===== src/rtl/alu_digit_serial.sv =====
// alu_digit_serial: multi-cycle ALU that walks WIDTH-bit operands in DIGIT-bit
// slices, least significant slice first, with a registered carry between slices.
// Operands arrive through a valid/ready handshake and the result leaves through one.
// SLT/SLTU finish on the last slice by replacing the accumulated difference with
// the comparison outcome.
module alu_digit_serial #(
    parameter int WIDTH = 32,
    parameter int DIGIT = 8
) (
    input  logic             i_clk,
    input  logic             i_rst,
    input  logic             i_in_valid,
    output logic             o_in_ready,
    input  logic [2:0]       i_op,
    input  logic [WIDTH-1:0] i_a,
    input  logic [WIDTH-1:0] i_b,
    input  logic             i_kill,
    output logic             o_out_valid,
    input  logic             i_out_ready,
    output logic [WIDTH-1:0] o_result,
    output logic             o_carry,
    output logic             o_zero
);

    localparam int NDIG = WIDTH / DIGIT;
    localparam int IDXW = (NDIG > 1) ? $clog2(NDIG) : 1;
    localparam int LSBW = (WIDTH > 1) ? $clog2(WIDTH) : 1;

    localparam logic [1:0] S_IDLE = 2'd0;
    localparam logic [1:0] S_RUN  = 2'd1;
    localparam logic [1:0] S_DONE = 2'd2;

    localparam logic [2:0] OP_ADD  = 3'b000;
    localparam logic [2:0] OP_SUB  = 3'b001;
    localparam logic [2:0] OP_XOR  = 3'b010;
    localparam logic [2:0] OP_OR   = 3'b011;
    localparam logic [2:0] OP_AND  = 3'b100;
    localparam logic [2:0] OP_SLT  = 3'b101;
    localparam logic [2:0] OP_SLTU = 3'b110;

    // Operations that run the adder as a + ~b + 1.
    function automatic logic is_sub(input logic [2:0] op);
        return (op == OP_SUB) || (op == OP_SLT) || (op == OP_SLTU);
    endfunction

    logic [1:0]       r_state;
    logic [1:0]       w_state_next;
    logic [WIDTH-1:0] r_a;
    logic [WIDTH-1:0] r_b;
    logic [2:0]       r_op;
    logic [IDXW-1:0]  r_idx;
    logic             r_carry;
    logic [WIDTH-1:0] r_result;

    logic [LSBW-1:0]  w_lsb;
    logic [DIGIT-1:0] w_a_sl;
    logic [DIGIT-1:0] w_b_sl;
    logic [DIGIT-1:0] w_b_eff;
    logic [DIGIT:0]   w_sum;
    logic [DIGIT-1:0] w_slice;
    logic             w_cout;
    logic             w_ovf;
    logic             w_lt_signed;
    logic             w_last;
    logic             w_in_ready;
    logic             w_out_valid;

    assign w_lsb  = LSBW'(r_idx) * LSBW'(DIGIT);
    assign w_a_sl = r_a[w_lsb +: DIGIT];
    assign w_b_sl = r_b[w_lsb +: DIGIT];
    assign w_last = (r_idx == IDXW'(NDIG - 1));

    // Slice datapath: adder for arithmetic ops, bitwise unit for logic ops.
    always_comb begin
        w_b_eff = w_b_sl;
        w_sum   = {(DIGIT + 1){1'b0}};
        w_slice = {DIGIT{1'b0}};
        w_cout  = 1'b0;
        case (r_op)
            OP_ADD: begin
                w_sum   = {1'b0, w_a_sl} + {1'b0, w_b_sl} + {{DIGIT{1'b0}}, r_carry};
                w_slice = w_sum[DIGIT-1:0];
                w_cout  = w_sum[DIGIT];
            end
            OP_SUB, OP_SLT, OP_SLTU: begin
                w_b_eff = ~w_b_sl;
                w_sum   = {1'b0, w_a_sl} + {1'b0, ~w_b_sl} + {{DIGIT{1'b0}}, r_carry};
                w_slice = w_sum[DIGIT-1:0];
                w_cout  = w_sum[DIGIT];
            end
            OP_XOR:  w_slice = w_a_sl ^ w_b_sl;
            OP_OR:   w_slice = w_a_sl | w_b_sl;
            OP_AND:  w_slice = w_a_sl & w_b_sl;
            default: w_slice = {DIGIT{1'b0}};
        endcase
    end

    // Signed overflow of the top slice: operands agree in sign, sum does not.
    assign w_ovf       = (w_a_sl[DIGIT-1] == w_b_eff[DIGIT-1]) && (w_slice[DIGIT-1] != w_a_sl[DIGIT-1]);
    assign w_lt_signed = w_slice[DIGIT-1] ^ w_ovf;

    // State register.
    always_ff @(posedge i_clk or posedge i_rst) begin
        if (i_rst) begin
            r_state <= S_IDLE;
        end else begin
            r_state <= w_state_next;
        end
    end

    // Next-state logic; kill wins over hand-off in DONE.
    always_comb begin
        w_state_next = r_state;
        case (r_state)
            S_IDLE: begin
                if (i_in_valid) begin
                    w_state_next = S_RUN;
                end else begin
                    w_state_next = S_IDLE;
                end
            end
            S_RUN: begin
                if (i_kill) begin
                    w_state_next = S_IDLE;
                end else if (w_last) begin
                    w_state_next = S_DONE;
                end else begin
                    w_state_next = S_RUN;
                end
            end
            S_DONE: begin
                if (i_kill || i_out_ready) begin
                    w_state_next = S_IDLE;
                end else begin
                    w_state_next = S_DONE;
                end
            end
            default: w_state_next = S_IDLE;
        endcase
    end

    // Handshake outputs decoded from the state register only.
    always_comb begin
        w_in_ready  = 1'b0;
        w_out_valid = 1'b0;
        case (r_state)
            S_IDLE:  w_in_ready  = 1'b1;
            S_DONE:  w_out_valid = 1'b1;
            default: w_in_ready  = 1'b0;
        endcase
    end

    // Operand capture on accept, then one slice per RUN cycle.
    always_ff @(posedge i_clk or posedge i_rst) begin
        if (i_rst) begin
            r_a      <= {WIDTH{1'b0}};
            r_b      <= {WIDTH{1'b0}};
            r_op     <= 3'b000;
            r_idx    <= {IDXW{1'b0}};
            r_carry  <= 1'b0;
            r_result <= {WIDTH{1'b0}};
        end else begin
            case (r_state)
                S_IDLE: begin
                    if (i_in_valid) begin
                        r_a     <= i_a;
                        r_b     <= i_b;
                        r_op    <= i_op;
                        r_idx   <= {IDXW{1'b0}};
                        r_carry <= is_sub(i_op);
                    end
                end
                S_RUN: begin
                    if (!i_kill) begin
                        r_carry <= w_cout;
                        if (w_last) begin
                            r_idx <= {IDXW{1'b0}};
                            case (r_op)
                                OP_SLT:  r_result <= {{(WIDTH - 1){1'b0}}, w_lt_signed};
                                OP_SLTU: r_result <= {{(WIDTH - 1){1'b0}}, ~w_cout};
                                default: r_result[w_lsb +: DIGIT] <= w_slice;
                            endcase
                        end else begin
                            r_idx <= r_idx + IDXW'(1);
                            r_result[w_lsb +: DIGIT] <= w_slice;
                        end
                    end
                end
                default: begin
                    r_idx <= r_idx;
                end
            endcase
        end
    end

    assign o_in_ready  = w_in_ready;
    assign o_out_valid = w_out_valid;
    assign o_result    = r_result;
    assign o_carry     = r_carry;
    assign o_zero      = (r_result == {WIDTH{1'b0}});

endmodule

===== config.mk =====
export PLATFORM = sky130hd
export DESIGN_NAME = alu_digit_serial
export DESIGN_NICKNAME = d
export VERILOG_FILES = /design/src/rtl/alu_digit_serial.sv
export SDC_FILE = /design/constraint.sdc
export NUM_CORES = 1
export LEC_CHECK = 0
export CORE_AREA = 5 5 89 152
export DETAILED_ROUTE_END_ITERATION = 7
export DIE_AREA = 0 0 94 157
export DONT_BUFFER_PORTS = 1
export PLACE_DENSITY = 0.64
export SYNTH_ARGS = -nofsm -noshare
export SYNTH_HDL_FRONTEND = slang
export SYNTH_SLANG_ARGS = --single-unit

===== constraint.sdc =====
create_clock -name i_clk -period 9.3 [get_ports i_clk]
set_input_delay 1.86 -clock i_clk [delete_from_list [all_inputs] [get_ports i_clk]]
set_output_delay 1.86 -clock i_clk [all_outputs]
set_load 0.005 [all_outputs]

==> results.tsv <==
stage	metric	value	unit
outcome	outcome	completed	
worst_setup_path	cp-start-kind	register	
power	pwr-share-seq	0.277	
worst_setup_path	cp_data_arrival_time	4090	ps
cts	tritoncts	yes	
worst_setup_path	path_depth	11	
die	die_h	157	microns
cts	path_clk_slew	80	ps
timing	final.period_utilization	0.415	
timing	period_needed	3860	ps
synthesis	seq_area_frac_synth	0.442	
timing	tns	0	ps
cts	postCtsSetupBuffers	0	
timing	rsz0062_at_grt	false	
placement	place_congestion	0.914	
drt	wl_per_cell	22.0	microns
worst_setup_path	rr_endpoint	o_result[22]	
power	p_total	2.80	mW
power	p_comb_frac	0.590	
synthesis	yosys_warnings	0	
global_routing	antenna_found_initial	0	
worst_setup_path	r2r_start	r_idx[1]	
drt	drt_pass1_iterations	6	
synthesis	synth_area_per_cell	11.9	sq um
run	drv_cap	0	
timing	fmax	0.259	GHz
cts	clkLatencyLatePin	350	ps
power	switching_share	0.456	
cts	cts_made_buffers	9	
layout	syn2layout_area_growth	6.50	%
worst_setup_path	end_kind	register	
cts	ctsResizeCount	0	
cts	cts_root_buffer	clkbuf_16	
synthesis	synth_edf_count	0	
cts	clock_path_buffers	2	
worst_setup_path	critPathMaxFanout	22	
global_routing	grt_pass1_vias	4298	
synthesis	synth_ff_type	dfrtp_1	
min_path	worstHoldStart	r_a[24]	
power	internal_power	1.52	mW
power	max-vdd-ir-drop	0.177	mV
timing	setup_violations	0	
layout	register_area	0.00260	sq mm
layout	final_nets	591	
die	rows	53	
drt	drtAntennaViolNets	0	
cts	holdBufCountCts	0	
synthesis	syn-cell-area	0.00589	sq mm
timing	hold_violations	0	
placement	hpwlAfterDp	11500	microns
die	io_pins	108	
global_routing	grt_max_degree	74	
drt	drc	0	
synthesis	synth_top_area_cell	dfrtp_1	
global_routing	grt_pass1_wl	22900	microns
cts	htree_levels	3	
layout	final_util	0.520	
worst_setup_path	path_buf_inv	2	
min_path	min_path_cells	1	
power	p_switching	1.28	mW
drt	dr_total_vias	3953	
worst_setup_path	critPathTopFamily	flip-flops	
die	die_x	94	microns
global_routing	grt_usage	0.205	
worst_setup_path	crit_path_max_incr_delay	1000	ps
drt	avgViaCountPerCell	6.03	
worst_setup_path	rrSetupSlack	5440	ps
timing	drv_slew	0	
layout	layout_commonest_cell	dfrtp_1	
die	initial_utilization	0.488	
layout	antennaDiodeCount	0	
synthesis	ys_types	71	
layout	drive_above_1_share	0.251	
synthesis	synthCells	496	
worst_setup_path	crit_required	9530	ps
layout	most-common-layout-cells	104 x dfrtp_1, 65 x mux2_2, 33 x nand2_1, 29 x ha_1, 26 x inv_1	
timing	finalWorstSetupSlack	5440	ps
die	coreArea	0.0121	sq mm
synthesis	synth-seq-cells	104	
drt	drt_wl_total	14400	microns
synthesis	synth_nets	601	
timing	fin_skew	11.9	ps
min_path	holdPathEnd	r_a[24]	
cts	clkSinkCount	104	
drt	first_iter_violations	288	
worst_setup_path	critical_path_class	reg -> reg	
timing	worst_slew_pin_slew	990	ps
synthesis	synthTopCellsByArea	dfrtp_1 44%, mux2_2 12%, ha_1 6.2%	
power	power.share.clock	0.133	
worst_setup_path	cpMaxStageDelayCell	dfrtp_1	
layout	fill_cells	1145	
placement	pre_cts_slack	5500	ps
global_routing	grt-ovfl-total	0	
timing	max_slew_margin	0.340	
min_path	hold_class	reg -> reg	
layout	multi_input_area	0.00304	sq mm
synthesis	synth_top_area_share	0.442	
power	powerDensity	447	mW/mm^2
die	dieArea	0.0148	sq mm
synthesis	async_reset_ff_frac	1.00	
worst_setup_path	crit_chain	mux4_2, inv_1, fa_1, inv_1, fa_1, nor2b_4, o21ai_0, nand2_1, a22oi_1, nand4_1, a32o_1	
worst_setup_path	r2r_cells	11	
placement	port-buffer-count	0	
power	p_leak	2.66	nW
## state kept, by name, indices dropped and copies added, names as in the netlist
signal and count:
r_idx 2, r_state 2, o_carry 1, r_a 32, r_b 32, o_result 32, r_op 3
## logic make-up (layout without fill, tap and decap cells)
logic type      after synthesis  in the layout  share of synthesized area
flops                       104            104                      0.442
simple gates                113            113                      0.106
fa+ha+maj                    33             33                     0.0752
compound gates              109            109                      0.142
mux                          83             83                      0.187
buf+inv                      51             46                     0.0427
xor+xnor                      3              3                    0.00574
## worst max path at each step
stage | startpoint | end | slack (ps)
2_1_floorplan | i_rst | o_carry | 4710
3_3_place_gp | r_idx[1] | o_result[6] | 5540
3_5_place_dp | r_idx[1] | o_result[6] | 5500
4_1_cts | r_idx[1] | o_result[6] | 5480
5_1_grt | r_idx[1] | o_result[6] | 5280
6_report | r_idx[1] | o_result[22] | 5440
## metrics by stage
stage	instance area, sq um	hold WS (ps)	cells
after floorplan	5890	475	496
after global placement	5970	485	640
after detailed placement	5970	492	640
after CTS	6270	508	656
after global routing	6270	516	656
final	6270	504	656
## power by group through the flow
stage	Clock, mW	Sequential [mW]	Combinational [mW]
global route	0.402	0.802	1.82
detailed placement	0	0.789	1.65
global placement	0	0.779	1.62
finish	0.372	0.776	1.65
floorplan	0	0.698	1.35
CTS	0.383	0.779	1.66
## synth_stat cells, drive strengths merged, types with 2 or more instances
cell / instances
nand3b: 3
mux4: 15
a211oi: 7
o21bai: 5
a31oi: 2
dfrtp: 104
a21oi: 11
a32o: 4
and2: 8
mux2: 65
o31ai: 4
a21o: 2
inv: 27
mux2i: 3
buf: 23
o311ai: 3
nor3: 7
o21a: 2
o211ai: 3
nand2: 35
a221o: 4
fa: 4
ha: 29
o221ai: 2
nor4: 9
nand4: 4
xnor2: 2
nand2b: 6
nand3: 4
a22o: 17
o21ai: 29
nor2: 21
a222oi: 2
nor2b: 8
## worst register-to-register path: cells and delay by family (launching register included)
family / cells / cell delay [ps]
AOI/OAI and AO/OA: 3 / 860
muxes: 1 / 440
and+or+nand+nor: 3 / 570
adders and majority gates: 2 / 670
DFF: 1 / 1000
buffers and inverters: 2 / 210
## per-layer routing
| layer | global-route usage | wire [microns] |
|---|---|---|
| met2 | 0.380 | 8030 |
| met3 | 0.0426 | 700 |
| met4 | 0.105 | 632 |
| met5 | 0 | 0 |
| met1 | 0.214 | 5040 |
## cell type report
| class | instances | area share |
|---|---|---|
| clock buffer | 10 | 0.0381 |
| clock inverter | 6 | 0.00978 |
| inverter | 27 | 0.0166 |
| multi-input combinational | 341 | 0.484 |
| sequential | 104 | 0.415 |
| tap | 165 | 0.0329 |
| timing repair buffer | 3 | 0.00359 |
Note: power is estimated with default switching activity, not from simulation.
